==> src/rtl/stopwatch_pkg.sv <==
// rtl/stopwatch_pkg.sv - shared stopwatch types, BCD limits and increment helper
// STOPWATCH_LAP_EN adds the LAP state to the encoding.
package stopwatch_pkg;

    localparam int DISP_W = 24;
    localparam logic [3:0] DIGIT_MAX_NINE = 4'd9;
    localparam logic [3:0] DIGIT_MAX_FIVE = 4'd5;
    localparam logic [DISP_W-1:0] BCD_MAX = 24'h595999;

    typedef enum logic [1:0] {
        ST_IDLE,
        ST_RUNNING,
        ST_PAUSED
`ifdef STOPWATCH_LAP_EN
        , ST_LAP
`endif
    } sw_state_t;

    // Ripple +1 through mm:ss.cc; digits 3 and 5 are the tens of seconds/minutes.
    function automatic logic [DISP_W-1:0] bcd_inc(input logic [DISP_W-1:0] v);
        logic [DISP_W-1:0] r;
        logic              carry;
        logic [3:0]        d;
        logic [3:0]        lim;
        r     = v;
        carry = 1'b1;
        for (int i = 0; i < 6; i++) begin
            d   = v[i*4 +: 4];
            lim = (i == 3 || i == 5) ? DIGIT_MAX_FIVE : DIGIT_MAX_NINE;
            if (carry) begin
                if (d == lim) begin
                    d = 4'd0;
                end else begin
                    d     = d + 4'd1;
                    carry = 1'b0;
                end
            end
            r[i*4 +: 4] = d;
        end
        return r;
    endfunction

endpackage

==> src/rtl/stopwatch_tick_sync.sv <==
// rtl/stopwatch_tick_sync.sv - tick_in synchronizer and rising-edge pulse
module tick_sync #(
    parameter int SYNC_STAGES = 2
) (
    input  logic clk_in,
    input  logic res,
    input  logic async_in,
    output logic rise_pulse
);

    logic [SYNC_STAGES-1:0] sync_q;
    logic [SYNC_STAGES-1:0] vld_q;
    logic                   prev_q;
    logic                   armed_q;

    // armed_q waits for a real synchronized low, so a tick already high at reset release is not an edge.
    always_ff @(posedge clk_in or posedge res) begin
        if (res) begin
            sync_q     <= '0;
            vld_q      <= '0;
            prev_q     <= 1'b0;
            armed_q    <= 1'b0;
            rise_pulse <= 1'b0;
        end else begin
            sync_q     <= {sync_q[SYNC_STAGES-2:0], async_in};
            vld_q      <= {vld_q[SYNC_STAGES-2:0], 1'b1};
            prev_q     <= sync_q[SYNC_STAGES-1];
            armed_q    <= armed_q | (vld_q[SYNC_STAGES-1] & ~sync_q[SYNC_STAGES-1]);
            rise_pulse <= armed_q & sync_q[SYNC_STAGES-1] & ~prev_q;
        end
    end

endmodule

==> src/rtl/stopwatch_core.sv <==
// rtl/stopwatch_core.sv - stopwatch FSM, BCD counter and registered display
// STOPWATCH_LAP_EN enables the LAP state and snapshot register.
module stopwatch_core
    import stopwatch_pkg::*;
#(
    parameter int SYNC_STAGES = 2
) (
    input  logic              clk_in,
    input  logic              res,
    input  logic              tick_in,
    input  logic              start_stop,
    input  logic              lap,
    input  logic              clear,
    output logic [DISP_W-1:0] disp_bcd,
    output logic              running,
    output logic              wrap
);

    sw_state_t         state_q, state_d;
    logic              tick_rise;
    logic              clear_acc;
    logic              count_en;
    logic [DISP_W-1:0] live_q, live_d;
    logic [DISP_W-1:0] view_d;
    logic              active_q, active_d;

    tick_sync #(.SYNC_STAGES(SYNC_STAGES)) u_tick_sync (
        .clk_in    (clk_in),
        .res       (res),
        .async_in  (tick_in),
        .rise_pulse(tick_rise)
    );

`ifdef STOPWATCH_LAP_EN
    logic [DISP_W-1:0] snap_q, snap_d;
    assign active_q = (state_q == ST_RUNNING) || (state_q == ST_LAP);
    assign active_d = (state_d == ST_RUNNING) || (state_d == ST_LAP);
`else
    logic unused_lap;
    assign unused_lap = lap;
    assign active_q = (state_q == ST_RUNNING);
    assign active_d = (state_d == ST_RUNNING);
`endif

    // One command per cycle: the highest-priority pulse wins even if this state ignores it.
    always_comb begin
        state_d   = state_q;
        clear_acc = 1'b0;
        if (clear) begin
            if (state_q == ST_IDLE || state_q == ST_PAUSED) begin
                state_d   = ST_IDLE;
                clear_acc = 1'b1;
            end
        end else if (start_stop) begin
            case (state_q)
                ST_IDLE:    state_d = ST_RUNNING;
                ST_RUNNING: state_d = ST_PAUSED;
                ST_PAUSED:  state_d = ST_RUNNING;
`ifdef STOPWATCH_LAP_EN
                ST_LAP:     state_d = ST_PAUSED;
`endif
                default:    state_d = ST_IDLE;
            endcase
`ifdef STOPWATCH_LAP_EN
        end else if (lap) begin
            if (state_q == ST_RUNNING) state_d = ST_LAP;
            else if (state_q == ST_LAP) state_d = ST_RUNNING;
`endif
        end
    end

    assign count_en = tick_rise && active_q;

    always_comb begin
        live_d = live_q;
        if (clear_acc) live_d = '0;
        else if (count_en) live_d = bcd_inc(live_q);
    end

`ifdef STOPWATCH_LAP_EN
    // Snapshot takes the post-increment value on the edge that enters LAP.
    always_comb begin
        snap_d = snap_q;
        if (clear_acc) snap_d = '0;
        else if (state_d == ST_LAP && state_q != ST_LAP) snap_d = live_d;
    end
    assign view_d = (state_d == ST_LAP) ? snap_d : live_d;

    always_ff @(posedge clk_in or posedge res) begin
        if (res) snap_q <= '0;
        else     snap_q <= snap_d;
    end
`else
    assign view_d = live_d;
`endif

    always_ff @(posedge clk_in or posedge res) begin
        if (res) begin
            state_q  <= ST_IDLE;
            live_q   <= '0;
            disp_bcd <= '0;
            running  <= 1'b0;
            wrap     <= 1'b0;
        end else begin
            state_q  <= state_d;
            live_q   <= live_d;
            disp_bcd <= view_d;
            running  <= active_d;
            wrap     <= count_en && (live_q == BCD_MAX);
        end
    end

endmodule

==> config.mk <==
export PLATFORM = sky130hd
export DESIGN_NAME = stopwatch_core
export DESIGN_NICKNAME = d
export VERILOG_FILES = /design/src/rtl/stopwatch_pkg.sv /design/src/rtl/stopwatch_tick_sync.sv /design/src/rtl/stopwatch_core.sv
export SDC_FILE = /design/constraint.sdc
export NUM_CORES = 1
export LEC_CHECK = 0
export CORE_MARGIN = 1.5
export CORE_UTILIZATION = 52
export CTS_CLUSTER_DIAMETER = 60
export CTS_CLUSTER_SIZE = 30
export DETAILED_ROUTE_END_ITERATION = 16
export PLACE_DENSITY = 0.91
export SLEW_MARGIN = 5
export SYNTH_ARGS = -nofsm -noshare
export SYNTH_HDL_FRONTEND = slang
export SYNTH_SLANG_ARGS = --single-unit
==> constraint.sdc <==
create_clock -name clk_in -period 3.76 [get_ports clk_in]
set_clock_uncertainty 0.05 [all_clocks]
set_input_delay 0.376 -clock clk_in [delete_from_list [all_inputs] [get_ports clk_in]]
set_output_delay 0.376 -clock clk_in [all_outputs]
set_load 0.01 [all_outputs]
==> run summary, run 1 <==
PortBufs: 30
max incr delay on CP: 0.69 ns
Reg area: 876 um^2
register area share after synthesis: 49.3%
n_diodes: 0
internal power: 0.783 mW
clk slew on worst S/H paths: 0.10 ns
post_cts resized: 0
Final Critical Period: 2.26 ns
hold_buf cts: 0
crit-path cells: inv_1 -> ha_1 -> nand3b_1 -> o41ai_4 -> nand3_2 -> mux2_2
Post-Route WL: 3340 um
Yosys top cell area share: 49.3%
Async SR Flop Fraction: 100%
Synth area leaders: dfrtp_1 49%, ha_1 8.5%, o21ai_0 3.4%
CORE AREA: 3310 um^2
Final Util: 65.7%
Yosys cell types: 44
Multi-input gate area: 848 um^2
setup ws final: 1.50 ns
Comb power frac: 40.6%
synth cell count leaders: 35 x dfrtp_1, 15 x nand2_1, 12 x ha_1, 12 x inv_1, 12 x o21ai_0
R2R Path End: live_q[20]$_DFFE_PP0P_
Worst-Margin Slew: 0.666 ns
GRT Util Overall: 20.3%
vias in the first global route: 1230
Mapped Cells: 169
start of the worst register-to-register path: live_q[5]$_DFFE_PP0P_
number of buffers created by CTS: 5
routed vias/inst: 5.66
YS warnings: 0
switch share: 37.7%
Max-Slew Margin vs Limit: 55.5%
simple-gate share of the synthesized area: 20.5%
area grow syn2layout: 22.5%
HP Class: reg -> reg
Mapped Avg Cell Area: 10.5 um^2
Synth Area in Adders: 8.45%
Fin. Hold Viols: 0
Post-synth top flop: dfrtp_1
share of cells above drive strength 1: 7.35%
largest family of logic cells by synthesized area: simple AND/OR/NAND/NOR gates
initial DRC count: 86
pre-CTS WS: 1.43 ns
Synth Cell Area: 1780 um^2
antenna violations before repair: 0
Layout fillers: 292
H-tree Lvls: 2
crit path kind: reg -> reg
number of synthesized flops with an enable pin: 0
critical path arrival: 2.44 ns
peak supply drop: 0.319 mV
Crit path depth: 6
I/O pin count: 32
Max-cap violations: 0
DR vias: 1416
# setup viols final: 0
CTS tree: yes
drt pass-1 iters: 4
CP max-delay cell: o41ai_4
Max Freq: 442 MHz
Leakage: 1.00 nW
XOR/XNOR Fraction of Synth Area: 0.986%
Top delay family on crit path: compound AO/OA/AOI/OAI gates
CP Max Fanout: 10
clock root buffer: clkbuf_4
Critical Path RT: 3.94 ns
Setup Total Neg Slack: 0 ns
CP endpoint: live_q[20]$_DFFE_PP0P_
placed cell count: 244
hold-critical path depth: 0
Clk pwr share: 14.2%
first-pass GRT wire length: 5620 um
mux contribution to synthesized area: 1.27%
largest net degree at the start of global routing: 36
RSZ-0062 raised after global routing: false
post-DR wirelength/cell: 13.3 um
Nets: 223
Seq pwr share: 45.2%
Site Rows: 21
Initial Utilization: 53.7%
Compound-Gate Fraction of Synth Area: 16.3%
status: completed
Max Slew Vio Count: 0
RePlAce Congestion: 0.789
die area: 3780 um^2
die extent in x: 61.5 um
detailed-route DRC error count: 0
top-count cell post-synth: dfrtp_1
Buf+Inv Stages, Crit Path: 1
reg-to-reg slack, setup: 1.50 ns
Post CTS Setup Buffer Count: 0
Die Ht: 61.5 um
Max clock buf depth: 2
Crit. Startpoint: live_q[5]$_DFFE_PP0P_
synthesized net count: 187
Seq cells post-synth: 35
Worst setup EP type: flop
CTS Sinks: 35
PD cells: 578 nW/um^2
Final ANT Viol Nets: 0
Clock Latency Late Sink: 0.33 ns
detailed placer's ending HPWL: 2410 um
Startpoint Class: flop
GRT Residual Overflow: 0
final cell count without fillers: 250
fin crit share: 60.2%
Reg2Reg Depth: 6
P_sw: 0.474 mW
area leader, netlist: dfrtp_1
==> through the flow <==
step	cell area (um^2)	power (mW)	hold WS, ns
5_1_grt	2180	1.36	0.328
2_1_floorplan	1780	0.855	0.281
4_1_cts	2180	1.27	0.306
6_report	2180	1.26	0.302
3_3_place_gp	2130	1.06	0.282
3_5_place_dp	2130	1.09	0.286
==> registers in the layout, summed over array words and instances (netlist names) <==
name                    cells
u_tick_sync.rise_pulse      1
u_tick_sync.vld_q           2
running                     1
u_tick_sync.prev_q          1
u_tick_sync.sync_q          2
u_tick_sync.armed_q         1
live_q                     24
state_q                     2
wrap                        1
==> metal layers <==
metal  track usage [%]  wire length (um)  up-vias
li1                  -                 -      682
met5                 0                 0        -
met1              27.7              1480      674
met2              30.4              1590       53
met3              6.30               216        7
met4              7.90                52        0
==> worst reg2reg max path: stages, from the launching register on <==
cell and delay [ns]:
dfrtp_1 0.44, inv_1 0.07, ha_1 0.13, nand3b_1 0.23
o41ai_4 0.69, nand3_2 0.23, mux2_2 0.33
==> cell type report <==
type                    count  area share (%)
flip-flops and latches     35            40.3
inverters                  12            2.07
multi-input cells         120            39.0
well taps                  46            2.65
repair buffers             31            14.1
clock buffers               6            1.90
==> worst min-delay path by stage <==
| stage | end | startpoint |
|---|---|---|
| global placement | u_tick_sync.sync_q[1]$_DFF_PP0_ | u_tick_sync.sync_q[0]$_DFF_PP0_ |
| finish | u_tick_sync.sync_q[1]$_DFF_PP0_ | u_tick_sync.sync_q[0]$_DFF_PP0_ |
| global route | u_tick_sync.sync_q[1]$_DFF_PP0_ | u_tick_sync.sync_q[0]$_DFF_PP0_ |
| floorplan | u_tick_sync.sync_q[1]$_DFF_PP0_ | u_tick_sync.sync_q[0]$_DFF_PP0_ |
| CTS | u_tick_sync.sync_q[1]$_DFF_PP0_ | u_tick_sync.sync_q[0]$_DFF_PP0_ |
| detailed placement | u_tick_sync.sync_q[1]$_DFF_PP0_ | u_tick_sync.sync_q[0]$_DFF_PP0_ |
==> power groups by stage <==
stage                     Sequential [mW]  Combinational (mW)  Clock, mW
after floorplan                     0.588               0.267          0
after global placement              0.569               0.488          0
after detailed placement            0.576               0.511          0
after CTS                           0.570               0.513      0.186
after global routing                0.587               0.573      0.204
final                               0.569               0.510      0.179
==> cell families (layout without fill, tap and decap cells) <==
family                   after synthesis  after routing
AO/OA/AOI/OAI                         40             40
multiplexers                           2              2
other                                  1              1
adder cells (fa/ha/maj)               12             12
XOR/XNOR                               2              2
flip-flops                            35             35
buffers and inverters                 14             49
AND/OR/NAND/NOR                       63             63
==> placed cells by master (no fill, tap or decap), drive strengths merged, types with 7 or more instances in the layout <==
master	netlist	routed
nand2	16	16
nor2	7	7
ha	12	12
inv	12	12
nand3	9	9
dfrtp	35	35
o21ai	12	12
nand3b	8	8
clkdlybuf4s50	0	30
(Power assumes the default switching activity.)
==> run 2, diff against run 1 <==
CORE_UTILIZATION = 47   (was 52)
PLACE_DENSITY = 0.88   (was 0.91)
clock period = 1.9 ns   (was 3.76 ns; I/O delays follow)
==> run summary, run 2 (synthesis results as in run 1) <==
largest net degree at the start of global routing: 36 (unchanged)
CP endpoint: live_q[17]$_DFFE_PP0P_
Leakage: 1.19 nW (+19%)
CTS Sinks: 35 (unchanged)
Largest Register: live_q
I/O pin count: 32 (unchanged)
initial DRC count: 86 (unchanged)
Worst setup EP type: flop
clk slew on worst S/H paths: 0.07 ns (-0.03 ns)
Seq pwr share: 34.5% (-11 points)
clock root buffer: clkbuf_8
routed vias/inst: 5.44 (-3.9%)
Max clock buf depth: 2 (unchanged)
status: finished with violations
area grow syn2layout: 43.3%
failing checks: negative setup slack
vias in the first global route: 1438 (+17%)
Site Rows: 22 (+4.8%)
critical path arrival: 2.09 ns (-0.35 ns)
P_sw: 1.12 mW (+140%)
n_diodes: 0 (unchanged)
detailed-route DRC error count: 0 (unchanged)
CORE AREA: 3630 um^2 (+9.8%)
Startpoint Class: flop
Max Freq: 507 MHz (+15%)
switch share: 35.9% (-1.8 points)
Critical Path RT: 2.02 ns (-1.92 ns)
DR vias: 1535 (+8.4%)
Max-cap violations: 0 (unchanged)
design area: 2550 um^2 (+17%)
PD cells: 1220 nW/um^2 (+110%)
Final ANT Viol Nets: 0 (unchanged)
HP Class: in -> async
Comb power frac: 46.6% (+6.0 points)
most common cell after layout, fill and taps aside: dfrtp_1
start of the worst register-to-register path: live_q[5]$_DFFE_PP0P_
Clk pwr share: 19.0% (+4.8 points)
Max Slew Vio Count: 0 (unchanged)
Nets: 251 (+13%)
Post-Route WL: 4030 um (+21%)
Die Ht: 64.5 um (+4.9%)
GRT Util Overall: 20.4% (+0.095 points)
hold_buf cts: 0 (unchanged)
H-tree Lvls: 2 (unchanged)
die area: 4160 um^2 (+10%)
PortBufs: 30 (unchanged)
number of buffers created by CTS: 5 (unchanged)
RePlAce Congestion: 0.810 (+2.6%)
Clock Latency Late Sink: 0.29 ns (-0.04 ns)
Final Util: 70.1% (+4.4 points)
Final Critical Period: 1.97 ns (-0.288 ns)
Reg2Reg Depth: 7 (+1)
Crit. Startpoint: live_q[5]$_DFFE_PP0P_
CP Max Fanout: 5 (-5)
internal power: 2.00 mW (+150%)
CTS tree: yes
# setup viols final: 2 (+2)
drt pass-1 iters: 4 (unchanged)
setup ws final: -0.0740 ns (-1.57 ns)
detailed placer's ending HPWL: 2660 um (+10%)
share of cells above drive strength 1: 24.4% (+17 points)
R2R Path End: live_q[17]$_DFFE_PP0P_
post-DR wirelength/cell: 14.3 um (+7.2%)
fin crit share: 104% (+44 points)
Initial Utilization: 48.9% (-4.8 points)
first-pass GRT wire length: 6460 um (+15%)
Fin. Hold Viols: 0 (unchanged)
die extent in x: 64.5 um (+4.9%)
RSZ-0062 raised after global routing: true
most frequent cells in the layout: 35 x dfrtp_1, 30 x clkdlybuf4s50_1, 25 x buf_4
reg-to-reg slack, setup: -0.07 ns (-1.57 ns)
max FFs per register: 24 (unchanged)
antenna violations before repair: 0 (unchanged)
Cell Area, Placed: 2320 um^2 (+8.6%)
GRT Residual Overflow: 0 (unchanged)
crit path kind: reg -> reg
peak supply drop: 0.741 mV (+130%)
## run 2: power groups by stage
stage	Clock, mW	Combinational (mW)	Sequential, mW
after global placement	0	1.24	1.07
after CTS	0.601	1.32	1.07
final	0.591	1.45	1.07
after detailed placement	0	1.28	1.08
after floorplan	0	0.529	1.16
after global routing	0.637	1.58	1.10
## run 2: worst max-delay path: stages (launching register included)
cell	delay (ns)
dfrtp_1	0.38
inv_1	0.06
ha_1	0.13
nand3b_1	0.18
buf_6	0.19
o41a_1	0.46
o21ai_0	0.29
o31ai_1	0.11
## run 2: stage by stage
step	hold slack, ns	instances	setup TNS [ns]	setup WS (ns)	total power [mW]
floorplan	0.171	169	-0.236	-0.0813	1.69
finish	0.238	282	-0.0886	-0.0740	3.11
global route	0.295	282	-1.05	-0.255	3.32
global placement	0.282	270	0	0.00371	2.31
detailed placement	0.291	270	-0.210	-0.0542	2.36
CTS	0.251	281	0	0.00761	3.00
## run 2: metal layers
metal  part of all wire, %  global-route usage [%]  wire length [um]  vias to the layer above
met3                   4.3                    5.38               173                       10
met5                     0                       0                 0                        -
met1                    43                    25.4              1730                      753
met4                   2.0                    8.78                81                        0
li1                      -                       -                 -                      734
met2                    51                    33.6              2050                       38
## run 2: layout make-up
class | count | area (um^2)
multi-input combinational | 120 | 932
timing repair buffer | 59 | 533
sequential | 35 | 876
inverter | 12 | 45.0
clock buffer | 8 | 100
tap | 48 | 60.1
fill | 272 | 1090
## run 2: worst min-delay path by stage
stage | cells after the start | slack [ns] | end
6_report | 3 | 0.24 | live_q[10]$_DFFE_PP0P_
5_1_grt | 3 | 0.30 | u_tick_sync.sync_q[0]$_DFF_PP0_
4_1_cts | 3 | 0.25 | u_tick_sync.vld_q[0]$_DFF_PP0_
3_5_place_dp | 0 | 0.29 | u_tick_sync.sync_q[1]$_DFF_PP0_
3_3_place_gp | 0 | 0.28 | u_tick_sync.vld_q[1]$_DFF_PP0_
2_1_floorplan | 0 | 0.17 | u_tick_sync.sync_q[0]$_DFF_PP0_
## run 2: timing repair
action | in CTS | in global routing
gates resized for setup | 6 | 13
endpoints found under the hold margin | 0 | 0
setup endpoints to repair | 12 | 16
gates cloned | 0 | 0
pin swaps | 5 | 10
setup buffers | 3 | 1
==> run 3, diff against run 2 <==
SLEW_MARGIN = 20   (was 5)
==> results of run 3 <==
No change in the layout: final DEF, timing and power equal those of run 2.
